<file path="src/rtl/nonce_ctrl_pkg.sv">
`default_nettype none
// ============================================================================
// Module   : nonce_ctrl_pkg
// Brief    : Shared state encoding and default watchdog depth for the search.
// Revision : 1.0
// ============================================================================
package nonce_ctrl_pkg;

    localparam int unsigned c_timeout_default = 1024;

    typedef enum logic [2:0] {
        IDLE    = 3'd0,
        ISSUE   = 3'd1,
        WAIT    = 3'd2,
        FOUND   = 3'd3,
        EXHAUST = 3'd4,
        ERROR   = 3'd5
    } state_t;

endpackage
`default_nettype wire

</file>
<file path="src/rtl/nonce_search_ctrl_if.sv">
`default_nettype none
// ============================================================================
// Module   : nonce_search_ctrl_if
// Brief    : Host and hash-core signal bundle of the nonce search controller.
// Revision : 1.0
// ============================================================================
interface nonce_search_ctrl_if;

    logic        start;
    logic        abort;
    logic [31:0] nonce_start;
    logic [31:0] nonce_limit;
    logic        hash_done;
    logic        hash_hit;
    logic        core_start;
    logic [31:0] core_nonce;
    logic        busy;
    logic        finished;
    logic        valid_sal;
    logic [31:0] nonce_out;
    logic        timeout_err;
    logic [31:0] attempts;

    modport slave (
        input  start, abort, nonce_start, nonce_limit, hash_done, hash_hit,
        output core_start, core_nonce, busy, finished, valid_sal, nonce_out,
               timeout_err, attempts
    );

    modport master (
        output start, abort, nonce_start, nonce_limit, hash_done, hash_hit,
        input  core_start, core_nonce, busy, finished, valid_sal, nonce_out,
               timeout_err, attempts
    );

endinterface
`default_nettype wire

</file>
<file path="src/rtl/hash_watchdog.sv">
`default_nettype none
// ============================================================================
// Module   : hash_watchdog
// Brief    : Per-nonce response timer; expired flags the last allowed cycle.
// Revision : 1.0
// ============================================================================
module hash_watchdog
    import nonce_ctrl_pkg::*;
#(
    parameter int unsigned TIMEOUT = c_timeout_default
) (
    input  wire logic clk,
    input  wire logic reset,
    input  wire logic clear,
    input  wire logic enable,
    output logic      expired
);

    localparam int unsigned       c_cnt_w = (TIMEOUT > 1) ? $clog2(TIMEOUT) : 1;
    localparam logic [c_cnt_w-1:0] c_last = c_cnt_w'(TIMEOUT - 1);

    logic [c_cnt_w-1:0] r_count;

    // Counter saturates at the last cycle; the controller leaves WAIT there.
    always_ff @(posedge clk) begin
        if (reset || clear) begin
            r_count <= '0;
        end else if (enable && (r_count != c_last)) begin
            r_count <= r_count + 1'b1;
        end
    end

    assign expired = enable && (r_count == c_last);

endmodule
`default_nettype wire

</file>
<file path="src/rtl/nonce_search_ctrl.sv">
`default_nettype none
// ============================================================================
// Module   : nonce_search_ctrl
// Brief    : Walks a nonce range through a hash core until hit, end or timeout.
// Revision : 1.0
// ============================================================================
module nonce_search_ctrl
    import nonce_ctrl_pkg::*;
#(
    parameter int unsigned TIMEOUT = c_timeout_default
) (
    input  wire logic          clk,
    input  wire logic          reset,
    nonce_search_ctrl_if.slave bus
);

    state_t      r_state, w_state_nxt;
    logic [31:0] r_nonce, w_nonce_nxt;
    logic [31:0] r_limit, w_limit_nxt;
    logic [31:0] r_nonce_out, w_nonce_out_nxt;
    logic [31:0] r_attempts, w_attempts_nxt;
    logic        r_finished, w_finished_nxt;
    logic        r_valid, w_valid_nxt;
    logic        r_timeout, w_timeout_nxt;
    logic        r_core_start;
    logic        r_busy;
    logic        w_start_ok;
    logic        w_expired;

    hash_watchdog #(
        .TIMEOUT (TIMEOUT)
    ) u_watchdog (
        .clk     (clk),
        .reset   (reset),
        .clear   (r_state == ISSUE),
        .enable  (r_state == WAIT),
        .expired (w_expired)
    );

    always_comb begin
        w_state_nxt     = r_state;
        w_nonce_nxt     = r_nonce;
        w_limit_nxt     = r_limit;
        w_nonce_out_nxt = r_nonce_out;
        w_attempts_nxt  = r_attempts;
        w_finished_nxt  = r_finished;
        w_valid_nxt     = r_valid;
        w_timeout_nxt   = r_timeout;
        w_start_ok      = bus.start && (r_state inside {IDLE, FOUND, EXHAUST, ERROR});

        if (bus.abort) begin
            if (r_state != IDLE) begin
                w_state_nxt     = IDLE;
                w_finished_nxt  = 1'b0;
                w_valid_nxt     = 1'b0;
                w_timeout_nxt   = 1'b0;
                w_nonce_out_nxt = '0;
            end
        end else if (w_start_ok) begin
            w_nonce_nxt     = bus.nonce_start;
            w_limit_nxt     = bus.nonce_limit;
            w_attempts_nxt  = '0;
            w_nonce_out_nxt = '0;
            w_valid_nxt     = 1'b0;
            w_timeout_nxt   = 1'b0;
            if (bus.nonce_start > bus.nonce_limit) begin
                w_state_nxt    = EXHAUST;
                w_finished_nxt = 1'b1;
            end else begin
                w_state_nxt    = ISSUE;
                w_finished_nxt = 1'b0;
            end
        end else begin
            case (r_state)
                ISSUE: w_state_nxt = WAIT;
                WAIT: begin
                    // A result on the expiry cycle wins over the timeout.
                    if (bus.hash_done) begin
                        w_attempts_nxt = r_attempts + 32'd1;
                        if (bus.hash_hit) begin
                            w_state_nxt     = FOUND;
                            w_nonce_out_nxt = r_nonce;
                            w_valid_nxt     = 1'b1;
                            w_finished_nxt  = 1'b1;
                        end else if (r_nonce == r_limit) begin
                            w_state_nxt    = EXHAUST;
                            w_finished_nxt = 1'b1;
                        end else begin
                            w_nonce_nxt = r_nonce + 32'd1;
                            w_state_nxt = ISSUE;
                        end
                    end else if (w_expired) begin
                        w_state_nxt    = ERROR;
                        w_timeout_nxt  = 1'b1;
                        w_finished_nxt = 1'b1;
                    end
                end
                default: w_state_nxt = r_state;
            endcase
        end
    end

    always_ff @(posedge clk) begin
        if (reset) begin
            r_state      <= IDLE;
            r_nonce      <= '0;
            r_limit      <= '0;
            r_nonce_out  <= '0;
            r_attempts   <= '0;
            r_finished   <= 1'b0;
            r_valid      <= 1'b0;
            r_timeout    <= 1'b0;
            r_core_start <= 1'b0;
            r_busy       <= 1'b0;
        end else begin
            r_state      <= w_state_nxt;
            r_nonce      <= w_nonce_nxt;
            r_limit      <= w_limit_nxt;
            r_nonce_out  <= w_nonce_out_nxt;
            r_attempts   <= w_attempts_nxt;
            r_finished   <= w_finished_nxt;
            r_valid      <= w_valid_nxt;
            r_timeout    <= w_timeout_nxt;
            r_core_start <= (w_state_nxt == ISSUE);
            r_busy       <= (w_state_nxt == ISSUE) || (w_state_nxt == WAIT);
        end
    end

    assign bus.core_start  = r_core_start;
    assign bus.core_nonce  = r_nonce;
    assign bus.busy        = r_busy;
    assign bus.finished    = r_finished;
    assign bus.valid_sal   = r_valid;
    assign bus.nonce_out   = r_nonce_out;
    assign bus.timeout_err = r_timeout;
    assign bus.attempts    = r_attempts;

endmodule
`default_nettype wire

</file>
<file path="src/flat_wrapper.sv">
// flat-port wrapper written by rule: the top's interface ports become plain ports
module nonce_search_ctrl_flat import nonce_ctrl_pkg::*;
#(
    parameter int unsigned TIMEOUT = c_timeout_default
)
  (clk, reset, bus_start, bus_abort, bus_nonce_start, bus_nonce_limit, bus_hash_done, bus_hash_hit, bus_core_start, bus_core_nonce, bus_busy, bus_finished, bus_valid_sal, bus_nonce_out, bus_timeout_err, bus_attempts);
  nonce_search_ctrl_if bus_i ();
  input  wire logic clk;
  input  wire logic reset;
  input wire logic [$bits(bus_i.start)-1:0] bus_start;
  input wire logic [$bits(bus_i.abort)-1:0] bus_abort;
  input wire logic [$bits(bus_i.nonce_start)-1:0] bus_nonce_start;
  input wire logic [$bits(bus_i.nonce_limit)-1:0] bus_nonce_limit;
  input wire logic [$bits(bus_i.hash_done)-1:0] bus_hash_done;
  input wire logic [$bits(bus_i.hash_hit)-1:0] bus_hash_hit;
  output wire logic [$bits(bus_i.core_start)-1:0] bus_core_start;
  output wire logic [$bits(bus_i.core_nonce)-1:0] bus_core_nonce;
  output wire logic [$bits(bus_i.busy)-1:0] bus_busy;
  output wire logic [$bits(bus_i.finished)-1:0] bus_finished;
  output wire logic [$bits(bus_i.valid_sal)-1:0] bus_valid_sal;
  output wire logic [$bits(bus_i.nonce_out)-1:0] bus_nonce_out;
  output wire logic [$bits(bus_i.timeout_err)-1:0] bus_timeout_err;
  output wire logic [$bits(bus_i.attempts)-1:0] bus_attempts;
  assign bus_i.start = bus_start;
  assign bus_i.abort = bus_abort;
  assign bus_i.nonce_start = bus_nonce_start;
  assign bus_i.nonce_limit = bus_nonce_limit;
  assign bus_i.hash_done = bus_hash_done;
  assign bus_i.hash_hit = bus_hash_hit;
  assign bus_core_start = bus_i.core_start;
  assign bus_core_nonce = bus_i.core_nonce;
  assign bus_busy = bus_i.busy;
  assign bus_finished = bus_i.finished;
  assign bus_valid_sal = bus_i.valid_sal;
  assign bus_nonce_out = bus_i.nonce_out;
  assign bus_timeout_err = bus_i.timeout_err;
  assign bus_attempts = bus_i.attempts;
  nonce_search_ctrl #(.TIMEOUT(TIMEOUT)) u_core (.clk(clk), .reset(reset), .bus(bus_i));
endmodule
</file>
<file path="config.mk">
export PLATFORM = sky130hd
export DESIGN_NAME = nonce_search_ctrl_flat
export DESIGN_NICKNAME = d
export VERILOG_FILES = /design/src/rtl/nonce_ctrl_pkg.sv /design/src/rtl/nonce_search_ctrl_if.sv /design/src/rtl/hash_watchdog.sv /design/src/rtl/nonce_search_ctrl.sv /design/src/flat_wrapper.sv
export SDC_FILE = /design/constraint.sdc
export NUM_CORES = 1
export LEC_CHECK = 0
export BUFFER_PORTS_ARGS = -buffer_cell sky130_fd_sc_hd__buf_2
export CORE_UTILIZATION = 33
export CTS_CLUSTER_SIZE = 16
export DETAILED_ROUTE_END_ITERATION = 6
export GPL_ROUTABILITY_DRIVEN = 0
export PLACE_DENSITY_LB_ADDON = 0.08
export SLEW_MARGIN = 20
export SYNTH_ARGS = -nofsm -noshare
export SYNTH_HDL_FRONTEND = slang
export SYNTH_SLANG_ARGS = --single-unit
</file>
<file path="constraint.sdc">
create_clock -name clk -period 2.9 [get_ports clk]
set_clock_uncertainty 0.05 [all_clocks]
set_input_delay 0.58 -clock clk [delete_from_list [all_inputs] [get_ports clk]]
set_output_delay 0.58 -clock clk [all_outputs]
set_load 0.005 [all_outputs]
</file>
==> summary.md, run 1 <==
| Metric | Value |
|---|---|
| Outcome | `complete, no violations` |
| Htree depth | `4` |
| Setup slack, reg-to-reg | `250 ps` |
| Biggest area consumer among synthesized cells | `dfxtp_1` |
| Mean Syn Cell Area | `8.24 um2` |
| Placement row count | `55` |
| Synth top area share | `38.3%` |
| Most Crowded Layer GR | `met2` |
| Synth warn | `0` |
| EDFF count, synth | `0` |
| DP Area | `9490 um2` |
| GR Util met3 | `4.14%` |
| Relative slew margins | `53.7%` |
| Synth area leaders | `dfxtp_1 38%, nor2_1 6.6%, ha_1 5.7%, xnor2_1 4.9%, mux2i_1 4.6%` |
| Antenna cell count | `0` |
| WHS | `362 ps` |
| Critical Path End | `u_core.bus.core_start$_SDFF_PP0_` |
| Sequential share of the synthesized area | `38.3%` |
| Critical Path, Cell by Cell | `buf_2 -> inv_1 -> ha_1 -> nand4_1 -> or4_1 -> or4_1 -> o21ai_1 -> o221a_2 -> nor4b_1` |
| Slowest cell on the critical path | `or4_1` |
| Final hold vios | `0` |
| Longest Clk Path Bufs | `2` |
| Unique cell type count in the Yosys netlist | `64` |
| WL final | `25.6 mm` |
| Cts hold-fix bufs | `0` |
| Initial Utilization | `33.7%` |
| CTS Buf Count | `17` |
| Setup bufs post-CTS | `0` |
| I/O Buffers | `170` |
| Cells on worst reg2reg path | `7` |
| Yosys reg bits | `146` |
| Met1 usage | `27.7%` |
| TritonRoute pass-1 iters | `5` |
| Post-Syn Nets | `1031` |
| Most frequent cells after synthesis | `146 x dfxtp_1, 134 x nor2_1, 86 x nand2_1` |
| Peak supply drop | `0.357 mV` |
| Pre-CTS setup slack | `-278 ps` |
| Setup tns final | `0 ps` |
| DR DRC count | `0` |
| Setup violations, final | `0` |
| First-pass GRT wire length | `40.2 mm` |
| Tcrit/Tclk final | `93.4%` |
| Top FF cell, synth | `dfxtp_1` |
| Power after layout | `4970 uW` |
| CP required | `3170 ps` |
| Starting DRT DRC Count | `424` |
| Max stage delay on crit path | `620 ps` |
| RSZ-0062 raised after global routing | `false` |
| Worst setup startpoint | `bus_nonce_limit[14]` |
| Clock Tree Root | `clkbuf_16` |
| Kind of critical path | `primary input to flop` |
| Antenna violations before repair | `0` |
| Setup WS post-layout | `191 ps` |
| CP max FO | `4` |
| Grt total ovfl | `0` |
| Core Box Area | `22600 um2` |
| Mapped Cells | `926` |
| Worst slew pin tran | `690 ps` |
| CTS sink cnt | `146` |
| Worst setup SP type | `primary input` |
| Crit Reg-Reg Startpoint | `u_core.bus.core_nonce[0]$_SDFFE_PP0P_` |
| Pin count of the biggest net entering global routing | `102` |
| Die W | `154 um` |
| P&R area growth vs syn | `31.8%` |
| Crit end category | `flop` |
| Routed vias | `7479` |
| Worst-path clk slew | `70 ps` |
| Fin crit period | `2710 ps` |
| CTS tree | `built` |
| Layout cells sized above 1 | `27.3%` |
| Max-slew violations | `0` |
| Detail Placement HPWL | `19.2 mm` |
| Grt met2 use | `38.7%` |
| Remaining antenna violation count | `0` |
| Reg2reg end | `u_core.bus.core_nonce[30]$_SDFFE_PP0P_` |
| Most used cell, CP | `or4_1` |
| Routed WL per cell | `17.5 um` |
| Skew-Pair Late Insertion Delay | `420 ps` |
| Count leader, synth | `dfxtp_1` |
| Final Cell Area | `10100 um2` |
| Vias per std cell | `5.11` |
| Die ar. | `23700 um2` |
| # IOs | `171` |
| Worst endpoint data arrival time | `2980 ps` |
| Max_cap viols | `0` |
| Vias in the first global route | `7119` |
| Lkg Pwr | `0.00448 uW` |
| Nets@finish | `1270` |
| Max Freq | `369 MHz` |
| Die Height | `154 um` |
| Hold depth | `3` |
| Hold WC Path Type | `primary input to flop` |
| Power per cell area | `494 nW/um2` |
| Total Routing Usage GR | `22.1%` |
| Asr flop ratio synth | `0%` |
| Post-Syn Area | `7630 um2` |
==> through the flow <==
| step | util [%] | std cells |
|---|---|---|
| final | 44.4 | 1463 |
| after floorplan | - | 926 |
| after global routing | 44.4 | 1463 |
| after global placement | 41.9 | 1431 |
| after detailed placement | 41.9 | 1431 |
| after CTS | 44.4 | 1463 |
==> cell usage in the layout (no fill, tap or decap), types with 4 or more instances in the layout <==
master      instances
xnor2_1            43
mux2i_1            35
clkbuf_16          17
buf_2             169
buf_4              99
a22oi_1            34
clkinvlp_4          5
nand4_1            34
o21ai_0            37
a21oi_1            55
nand2_1            85
ha_1               35
nor4_1             10
a21o_1              4
buf_12              5
inv_1              39
dfxtp_1           146
and4_1              7
or3_1               8
and3_1             10
xor2_1             24
nand2b_1            4
o31ai_1             5
nand3_1            19
a211oi_1           16
and2_1             10
a32o_1              8
nor2_1            134
nor3_1             15
==> worst max-delay path, delay by kind of cell <==
kind	cells	cell delay, ps
compound gates	2	470
fa+ha+maj	1	280
buf+inv	2	140
simple gates	4	1510
==> state kept, by name, summed over array words and instances, names as in the netlist <==
register and flops:
u_core.bus.attempts 32, u_core.bus.busy 1, u_core.bus.core_nonce 32, u_core.bus.core_start 1, u_core.bus.finished 1, u_core.bus.nonce_out 32, u_core.bus.timeout_err 1, u_core.bus.valid_sal 1
u_core.r_limit 32, u_core.r_state 3, u_core.u_watchdog.r_count 10
==> where the power goes <==
| part | switching [uW] | internal (uW) | leakage, uW | total, uW |
|---|---|---|---|---|
| clock | 901 | 1270 | 0.000263 | 2170 |
| combinational | 394 | 310 | 0.00304 | 704 |
| sequential | 46.6 | 2050 | 0.00118 | 2100 |
| total | 1340 | 3630 | 0.00448 | 4970 |
==> area by class of cell <==
type	count	area [um2]
Clock buffer	20	437
Multi-Input combinational cell	686	4370
Clock inverter	12	134
Fill cell	2343	12600
Inverter	41	154
Tap cell	285	357
Sequential cell	146	2920
Timing Repair Buffer	273	1690
==> worst min path at each step <==
stage	slack [ps]	start	end
floorplan	400	u_core.bus.finished$_SDFFE_PP0P_	u_core.bus.finished$_SDFFE_PP0P_
global placement	420	u_core.bus.valid_sal$_SDFFE_PP0P_	u_core.bus.valid_sal$_SDFFE_PP0P_
detailed placement	420	u_core.bus.finished$_SDFFE_PP0P_	u_core.bus.finished$_SDFFE_PP0P_
CTS	360	bus_nonce_limit[7]	u_core.r_limit[7]$_SDFFE_PP0P_
global route	370	bus_nonce_limit[5]	u_core.r_limit[5]$_SDFFE_PP0P_
finish	360	bus_nonce_limit[7]	u_core.r_limit[7]$_SDFFE_PP0P_
==> layer usage <==
metal	wire, um	vias to the layer above
li1	-	3748
met1	11400	3526
met2	12800	182
met3	1040	23
met4	412	0
met5	0	-
==> cell families (layout without fill, tap and decap cells) <==
group	count (synthesis)	in the layout	synth area share (%)
muxes	35	35	4.59
and+or+nand+nor	358	358	22.4
AOI/OAI and AO/OA	191	191	16.5
adders and majority gates	35	35	5.74
buffers and inverters	94	346	4.79
xor gates and xnor gates	67	67	7.69
DFF	146	146	38.3
==> repair_timing <==
action | in CTS | in global routing
gates resized for setup | 0 | 1
endpoints found under the hold margin | 0 | 0
setup endpoints to repair | 0 | 1
Power figures use the tool's default switching activity.
==> inputs of run 2 (changes only) <==
==> constraint.sdc (replaced) <==
create_clock -name clk -period 3.2 [get_ports clk]
set_clock_uncertainty 0.05 [all_clocks]
set_input_delay 0.64 -clock clk [delete_from_list [all_inputs] [get_ports clk]]
set_output_delay 0.64 -clock clk [all_outputs]
set_load 0.005 [all_outputs]
==> run 2 against run 1 <==
  * Via count decreased by 3.5%
  * First-iteration DRC count down 13%
  * Combinational power is 19% lower
  * Non-clock buffer count decreased by 58
  * Global-route usage shrank 0.30 points
  * Register-to-register slack better by 270 ps
  * Critical path depth is 1 higher
  * Hold slack gained 44 ps
  * Largest cell class unchanged
  * Setup slack gained 260 ps
  * Total power decreased by 11%
  * Sequential share of layout area is 1.4 points higher
  * Critical path type unchanged
  * Clock power is 11% lower
==> summary.md, run 2 (synthesis gave the netlist of run 1 again) <==
| Metric | Value |
|---|---|
| Most frequent cells in the layout | `169 x buf_2, 146 x dfxtp_1, 134 x nor2_1` |
| Outcome | `complete, no violations` |
| Skew-Pair Late Insertion Delay | `430 ps` |
| WL final | `25.4 mm` |
| Power per cell area | `460 nW/um2` |
| I/O Buffers | `170` |
| Crit end category | `flop` |
| P&R area growth vs syn | `25.6%` |
| Remaining antenna violation count | `0` |
| Cells on worst reg2reg path | `7` |
| CTS Buf Count | `17` |
| Total Routing Usage GR | `21.8%` |
| Worst-path clk slew | `70 ps` |
| Hold depth | `3` |
| CTS tree | `built` |
| Family with the most delay on the worst path | `compound AO/OA/AOI/OAI gates` |
| Layout cells sized above 1 | `23.7%` |
| Pin count of the biggest net entering global routing | `102` |
| TritonRoute pass-1 iters | `5` |
| Worst slew pin tran | `684 ps` |
| Crit path depth | `10` |
| Clock Tree Root | `clkbuf_16` |
| Antenna violations before repair | `4` |
| Nets@finish | `1212` |
| Cts hold-fix bufs | `0` |
| Power after layout | `4410 uW` |
| FILL cells | `2365` |
| Starting DRT DRC Count | `370` |
| First-pass GRT wire length | `39.5 mm` |
| Setup violations, final | `0` |
| Routed WL per cell | `18.1 um` |
| DR DRC count | `0` |
| Peak supply drop | `0.275 mV` |
| Slowest cell on the critical path | `or4_1` |
| Setup bufs post-CTS | `0` |
| Kind of critical path | `primary input to flop` |
| Vias per std cell | `5.13` |
| Max_cap viols | `0` |
| Commonest non-fill, non-tap cell in the layout | `buf_2` |
| Longest Clk Path Bufs | `2` |
| # IOs | `171` |
| Initial Utilization | `33.7%` |
| Grt total ovfl | `0` |
| Routed vias | `7217` |
| Placement row count | `55` |
| Core Box Area | `22600 um2` |
| Critical Path, Cell by Cell | `buf_2 -> inv_1 -> ha_1 -> nand4_1 -> or4_1 -> a21o_1 -> a31oi_1 -> o21ai_0 -> buf_4 -> a2111oi_0` |
| Max stage delay on crit path | `610 ps` |
| Relative slew margins | `54.0%` |
| CP required | `3430 ps` |
| RSZ-0062 raised after global routing | `false` |
| Die ar. | `23700 um2` |
| Worst path bufs/invs | `3` |
| Die Height | `154 um` |
| CTS sink cnt | `146` |
| Vias in the first global route | `6973` |
| Post-CTS sizing | `0` |
| Detail Placement HPWL | `19.1 mm` |
| Hold WC Path Type | `primary input to flop` |
| Die W | `154 um` |
| Final hold vios | `0` |
| Worst endpoint data arrival time | `2970 ps` |
| Htree depth | `4` |
| Lkg Pwr | `0.00420 uW` |
| Worst setup SP type | `primary input` |
| Max Freq | `364 MHz` |
| Tcrit/Tclk final | `85.9%` |
| Max-slew violations | `0` |
| CP max FO | `3` |
| Fin crit period | `2750 ps` |
| Setup tns final | `0 ps` |
[run 2: cell types whose count changed in the layout (fill, tap and decap cells not counted), sizes merged]
cell      change
buf          -58
bufinv        -1
clkbuf        +1
clkinv        +2
clkinvlp      -2
diode         +3
[run 2: final cells by class]
type                    instances  area, um2  share of cell area (%)
diodes                          3       7.51                  0.0783
repair buffers                215       1220                    12.7
clock inverters                11        106                    1.11
flip-flops and latches        146       2920                    30.5
inverters                      41        154                    1.60
clock buffers                  21        460                    4.80
well taps                     285        357                    3.72
multi-input cells             686       4370                    45.5
[run 2: final timing paths]
path                                                               end  slack [ps]                                   from
worst max register to register  u_core.bus.core_nonce[30]$_SDFFE_PP0P_         520  u_core.bus.core_nonce[4]$_SDFFE_PP0P_
worst min-delay path                   u_core.r_limit[13]$_SDFFE_PP0P_         410                    bus_nonce_limit[13]
worst max-delay path                      u_core.r_state[2]$_SDFF_PP0_         450                    bus_nonce_limit[14]
worst min register to register        u_core.bus.finished$_SDFFE_PP0P_         440       u_core.bus.finished$_SDFFE_PP0P_
[run 2: routing by layer]
layer	wire [um]	part of all wire (%)	vias up	track usage, %
met5	8	0.031	-	0
met4	492	1.9	2	7.29
met3	1220	4.8	30	4.43
met2	12500	49	187	37.9
met1	11200	44	3346	26.8
li1	-	-	3652	-
[run 2: power breakdown]
part           internal, uW  switching, uW
clock network          1120            816
logic                   231            341
registers              1860           45.5
[run 2: worst register-to-register path, delay by kind of cell (launching register included)]
kind | cells | cell delay (ps)
AOI/OAI and AO/OA | 2 | 430
DFF | 1 | 540
and+or+nand+nor | 5 | 1540
[run 2: through the flow]
step | cell area, um2 | util, % | cells | hold slack (ps) | setup WS (ps)
2_1_floorplan | 7630 | - | 926 | 403 | 396
3_3_place_gp | 9010 | 39.8 | 1373 | 426 | 110
3_5_place_dp | 9010 | 39.8 | 1373 | 432 | 47.2
4_1_cts | 9580 | 42.3 | 1405 | 390 | 452
5_1_grt | 9580 | 42.3 | 1406 | 404 | 323
6_report | 9590 | 42.4 | 1408 | 406 | 452
==> inputs of run 3 (changes only) <==
--- a/config.mk
+++ b/config.mk
@@ -6,6 +6,7 @@
 export NUM_CORES = 1
 export LEC_CHECK = 0
 export BUFFER_PORTS_ARGS = -buffer_cell sky130_fd_sc_hd__buf_2
+export CORE_MARGIN = 4
 export CORE_UTILIZATION = 33
 export CTS_CLUSTER_SIZE = 16
 export DETAILED_ROUTE_END_ITERATION = 6
==> constraint.sdc (replaced) <==
create_clock -name clk -period 2.4 [get_ports clk]
set_clock_uncertainty 0.05 [all_clocks]
set_input_delay 0.48 -clock clk [delete_from_list [all_inputs] [get_ports clk]]
set_output_delay 0.48 -clock clk [all_outputs]
set_load 0.005 [all_outputs]
==> run 3 against run 2 <==
  * Via count grew 6.2%
  * Critical path depth shrank 3
  * Sequential power grew 33%
  * Critical path type is now flop to flop
  * Routed wire length grew 5.2%
  * Critical endpoint is now u_core.bus.core_nonce[30]$_SDFFE_PP0P_
==> summary.md, run 3 (synthesis gave the netlist of run 1 again) <==
| Metric | Value |
|---|---|
| Vias in the first global route | `7566` |
| Setup tns final | `0 ps` |
| Layout cells sized above 1 | `33.1%` |
| Longest Clk Path Bufs | `2` |
| Grt met2 use | `35.3%` |
| Outcome | `complete, no violations` |
| Antenna cell count | `0` |
| Pin count of the biggest net entering global routing | `102` |
| DR DRC count | `0` |
| Power per cell area | `575 nW/um2` |
| Antenna violations before repair | `0` |
| I/O Buffers | `170` |
| Relative slew margins | `63.8%` |
| Cts hold-fix bufs | `0` |
| TritonRoute pass-1 iters | `5` |
| Setup violations, final | `0` |
| Worst-path clk slew | `60 ps` |
| Total Routing Usage GR | `20.5%` |
| Final Util | `47.0%` |
| Crit end category | `flop` |
| Detail Placement HPWL | `20.2 mm` |
| Reg2reg end | `u_core.bus.core_nonce[30]$_SDFFE_PP0P_` |
| Max-slew violations | `0` |
| Nets@finish | `1324` |
| Pre-CTS setup slack | `-361 ps` |
| HP Start | `bus_nonce_limit[3]` |
| RSZ-0062 raised after global routing | `true` |
| Total area of sequential cells | `2930 um2` |
| Vias per std cell | `5.05` |
| First-pass GRT wire length | `41.6 mm` |
| Slowest cell on the critical path | `or4_4` |
| Routed vias | `7661` |
| Worst setup SP type | `flop` |
| Htree depth | `4` |
| CTS Buf Count | `17` |
| Crit Reg-Reg Startpoint | `u_core.bus.core_nonce[5]$_SDFFE_PP0P_` |
| Max stage delay on crit path | `570 ps` |
| FILL cells | `2359` |
| Peak supply drop | `0.368 mV` |
| CTS tree | `built` |
| P&R area growth vs syn | `39.8%` |
| Setup WS post-layout | `14.3 ps` |
| DP Area | `9970 um2` |
| Placement row count | `55` |
| Final Cell Area | `10700 um2` |
| WHS Endpoint | `u_core.r_limit[3]$_SDFFE_PP0P_` |
| Die Height | `160 um` |
| Final hold vios | `0` |
| Most Crowded Layer GR | `met2` |
| Routed WL per cell | `17.6 um` |
| Die ar. | `25600 um2` |
| CP required | `2720 ps` |
| Skew-Pair Late Insertion Delay | `430 ps` |
| Hold depth | `3` |
| Remaining antenna violation count | `0` |
| Clock Tree Root | `clkbuf_16` |
| Worst endpoint data arrival time | `2700 ps` |
| Most frequent cells in the layout | `169 x buf_2, 149 x buf_4, 140 x dfxtp_1` |
| Critical Path, Cell by Cell | `and4_4 -> nand3_2 -> or4_4 -> or3_4 -> o41ai_2 -> and3_1 -> a31o_2` |
| Commonest non-fill, non-tap cell in the layout | `buf_2` |
| Hold WC Path Type | `primary input to flop` |
| Tcrit/Tclk final | `99.4%` |
| GR Util met3 | `3.87%` |
| WL final | `26.7 mm` |
| Fin crit period | `2390 ps` |
| Cells on worst reg2reg path | `7` |
| Max_cap viols | `0` |
| CTS sink cnt | `146` |
| Die W | `160 um` |
| Kind of critical path | `flop to flop` |
| CP max FO | `4` |
| Max Freq | `419 MHz` |
| # IOs | `171` |
| Grt total ovfl | `0` |
| Met1 usage | `26.6%` |
| Initial Utilization | `33.6%` |
| Core Box Area | `22700 um2` |
| Lkg Pwr | `0.00478 uW` |
| Setup slack, reg-to-reg | `10 ps` |
| Worst slew pin tran | `543 ps` |
| Multi-input logic area | `4500 um2` |
| Starting DRT DRC Count | `475` |
run 3: cell count changes in the layout (fill, tap and decap cells not counted), sizes merged:
cell      delta
clkinvlp     +1
inv          +1
diode        -3
clkbuf       -1
bufinv       +1
buf        +110
clkinv       -1
run 3: how the worst max path moves through the flow:
stage | endpoint | slack [ps] | cells after the start | startpoint
2_1_floorplan | u_core.bus.busy$_SDFF_PP0_ | -40 | 8 | bus_nonce_limit[10]
3_3_place_gp | u_core.bus.busy$_SDFF_PP0_ | -340 | 9 | bus_nonce_limit[10]
3_5_place_dp | u_core.bus.core_start$_SDFF_PP0_ | -360 | 9 | bus_nonce_limit[10]
4_1_cts | u_core.bus.core_nonce[30]$_SDFFE_PP0P_ | 0.4 | 7 | u_core.bus.core_nonce[4]$_SDFFE_PP0P_
5_1_grt | u_core.bus.core_nonce[30]$_SDFFE_PP0P_ | -40 | 8 | u_core.bus.core_nonce[15]$_SDFFE_PP0P_
6_report | u_core.bus.core_nonce[30]$_SDFFE_PP0P_ | 10 | 7 | u_core.bus.core_nonce[5]$_SDFFE_PP0P_
run 3: repair_timing:
action	4_1_cts	5_1_grt
cloned	0	2
setup buffers	0	4
pin swaps	1	7
setup endpoints to repair	11	23
resized for setup	7	12
run 3: area by class of cell:
type | instances | area share, %
clock buffers | 18 | 4.02
clock inverters | 13 | 1.28
inverters | 41 | 1.58
multi-input cells | 686 | 42.2
flip-flops and latches | 146 | 27.5
well taps | 285 | 3.34
repair buffers | 327 | 20.1
run 3: per-stage QoR:
stage | hold slack, ps | total power, uW | std cells
2_1_floorplan | 403 | 3030 | 926
3_3_place_gp | 420 | 3510 | 1479
3_5_place_dp | 431 | 3510 | 1479
4_1_cts | 241 | 6170 | 1510
5_1_grt | 310 | 6390 | 1516
6_report | 261 | 6130 | 1516
run 3: worst max-delay path: cells and delay by family (launching register included):
family / cells / cell delay [ps]
AND/OR/NAND/NOR: 5 / 1540
flip-flops: 1 / 380
AO/OA/AOI/OAI: 2 / 350
run 3: layer usage:
metal	part of all wire [%]	routed length [um]
met5	0	0
met3	5.2	1380
met2	49	13000
met4	1.2	332
met1	45	12000
run 3: where the power goes:
group          total [uW]  switching (uW)  internal, uW
combinational         963             516           446
sequential           2530            51.5          2480
clock                2640            1120          1520
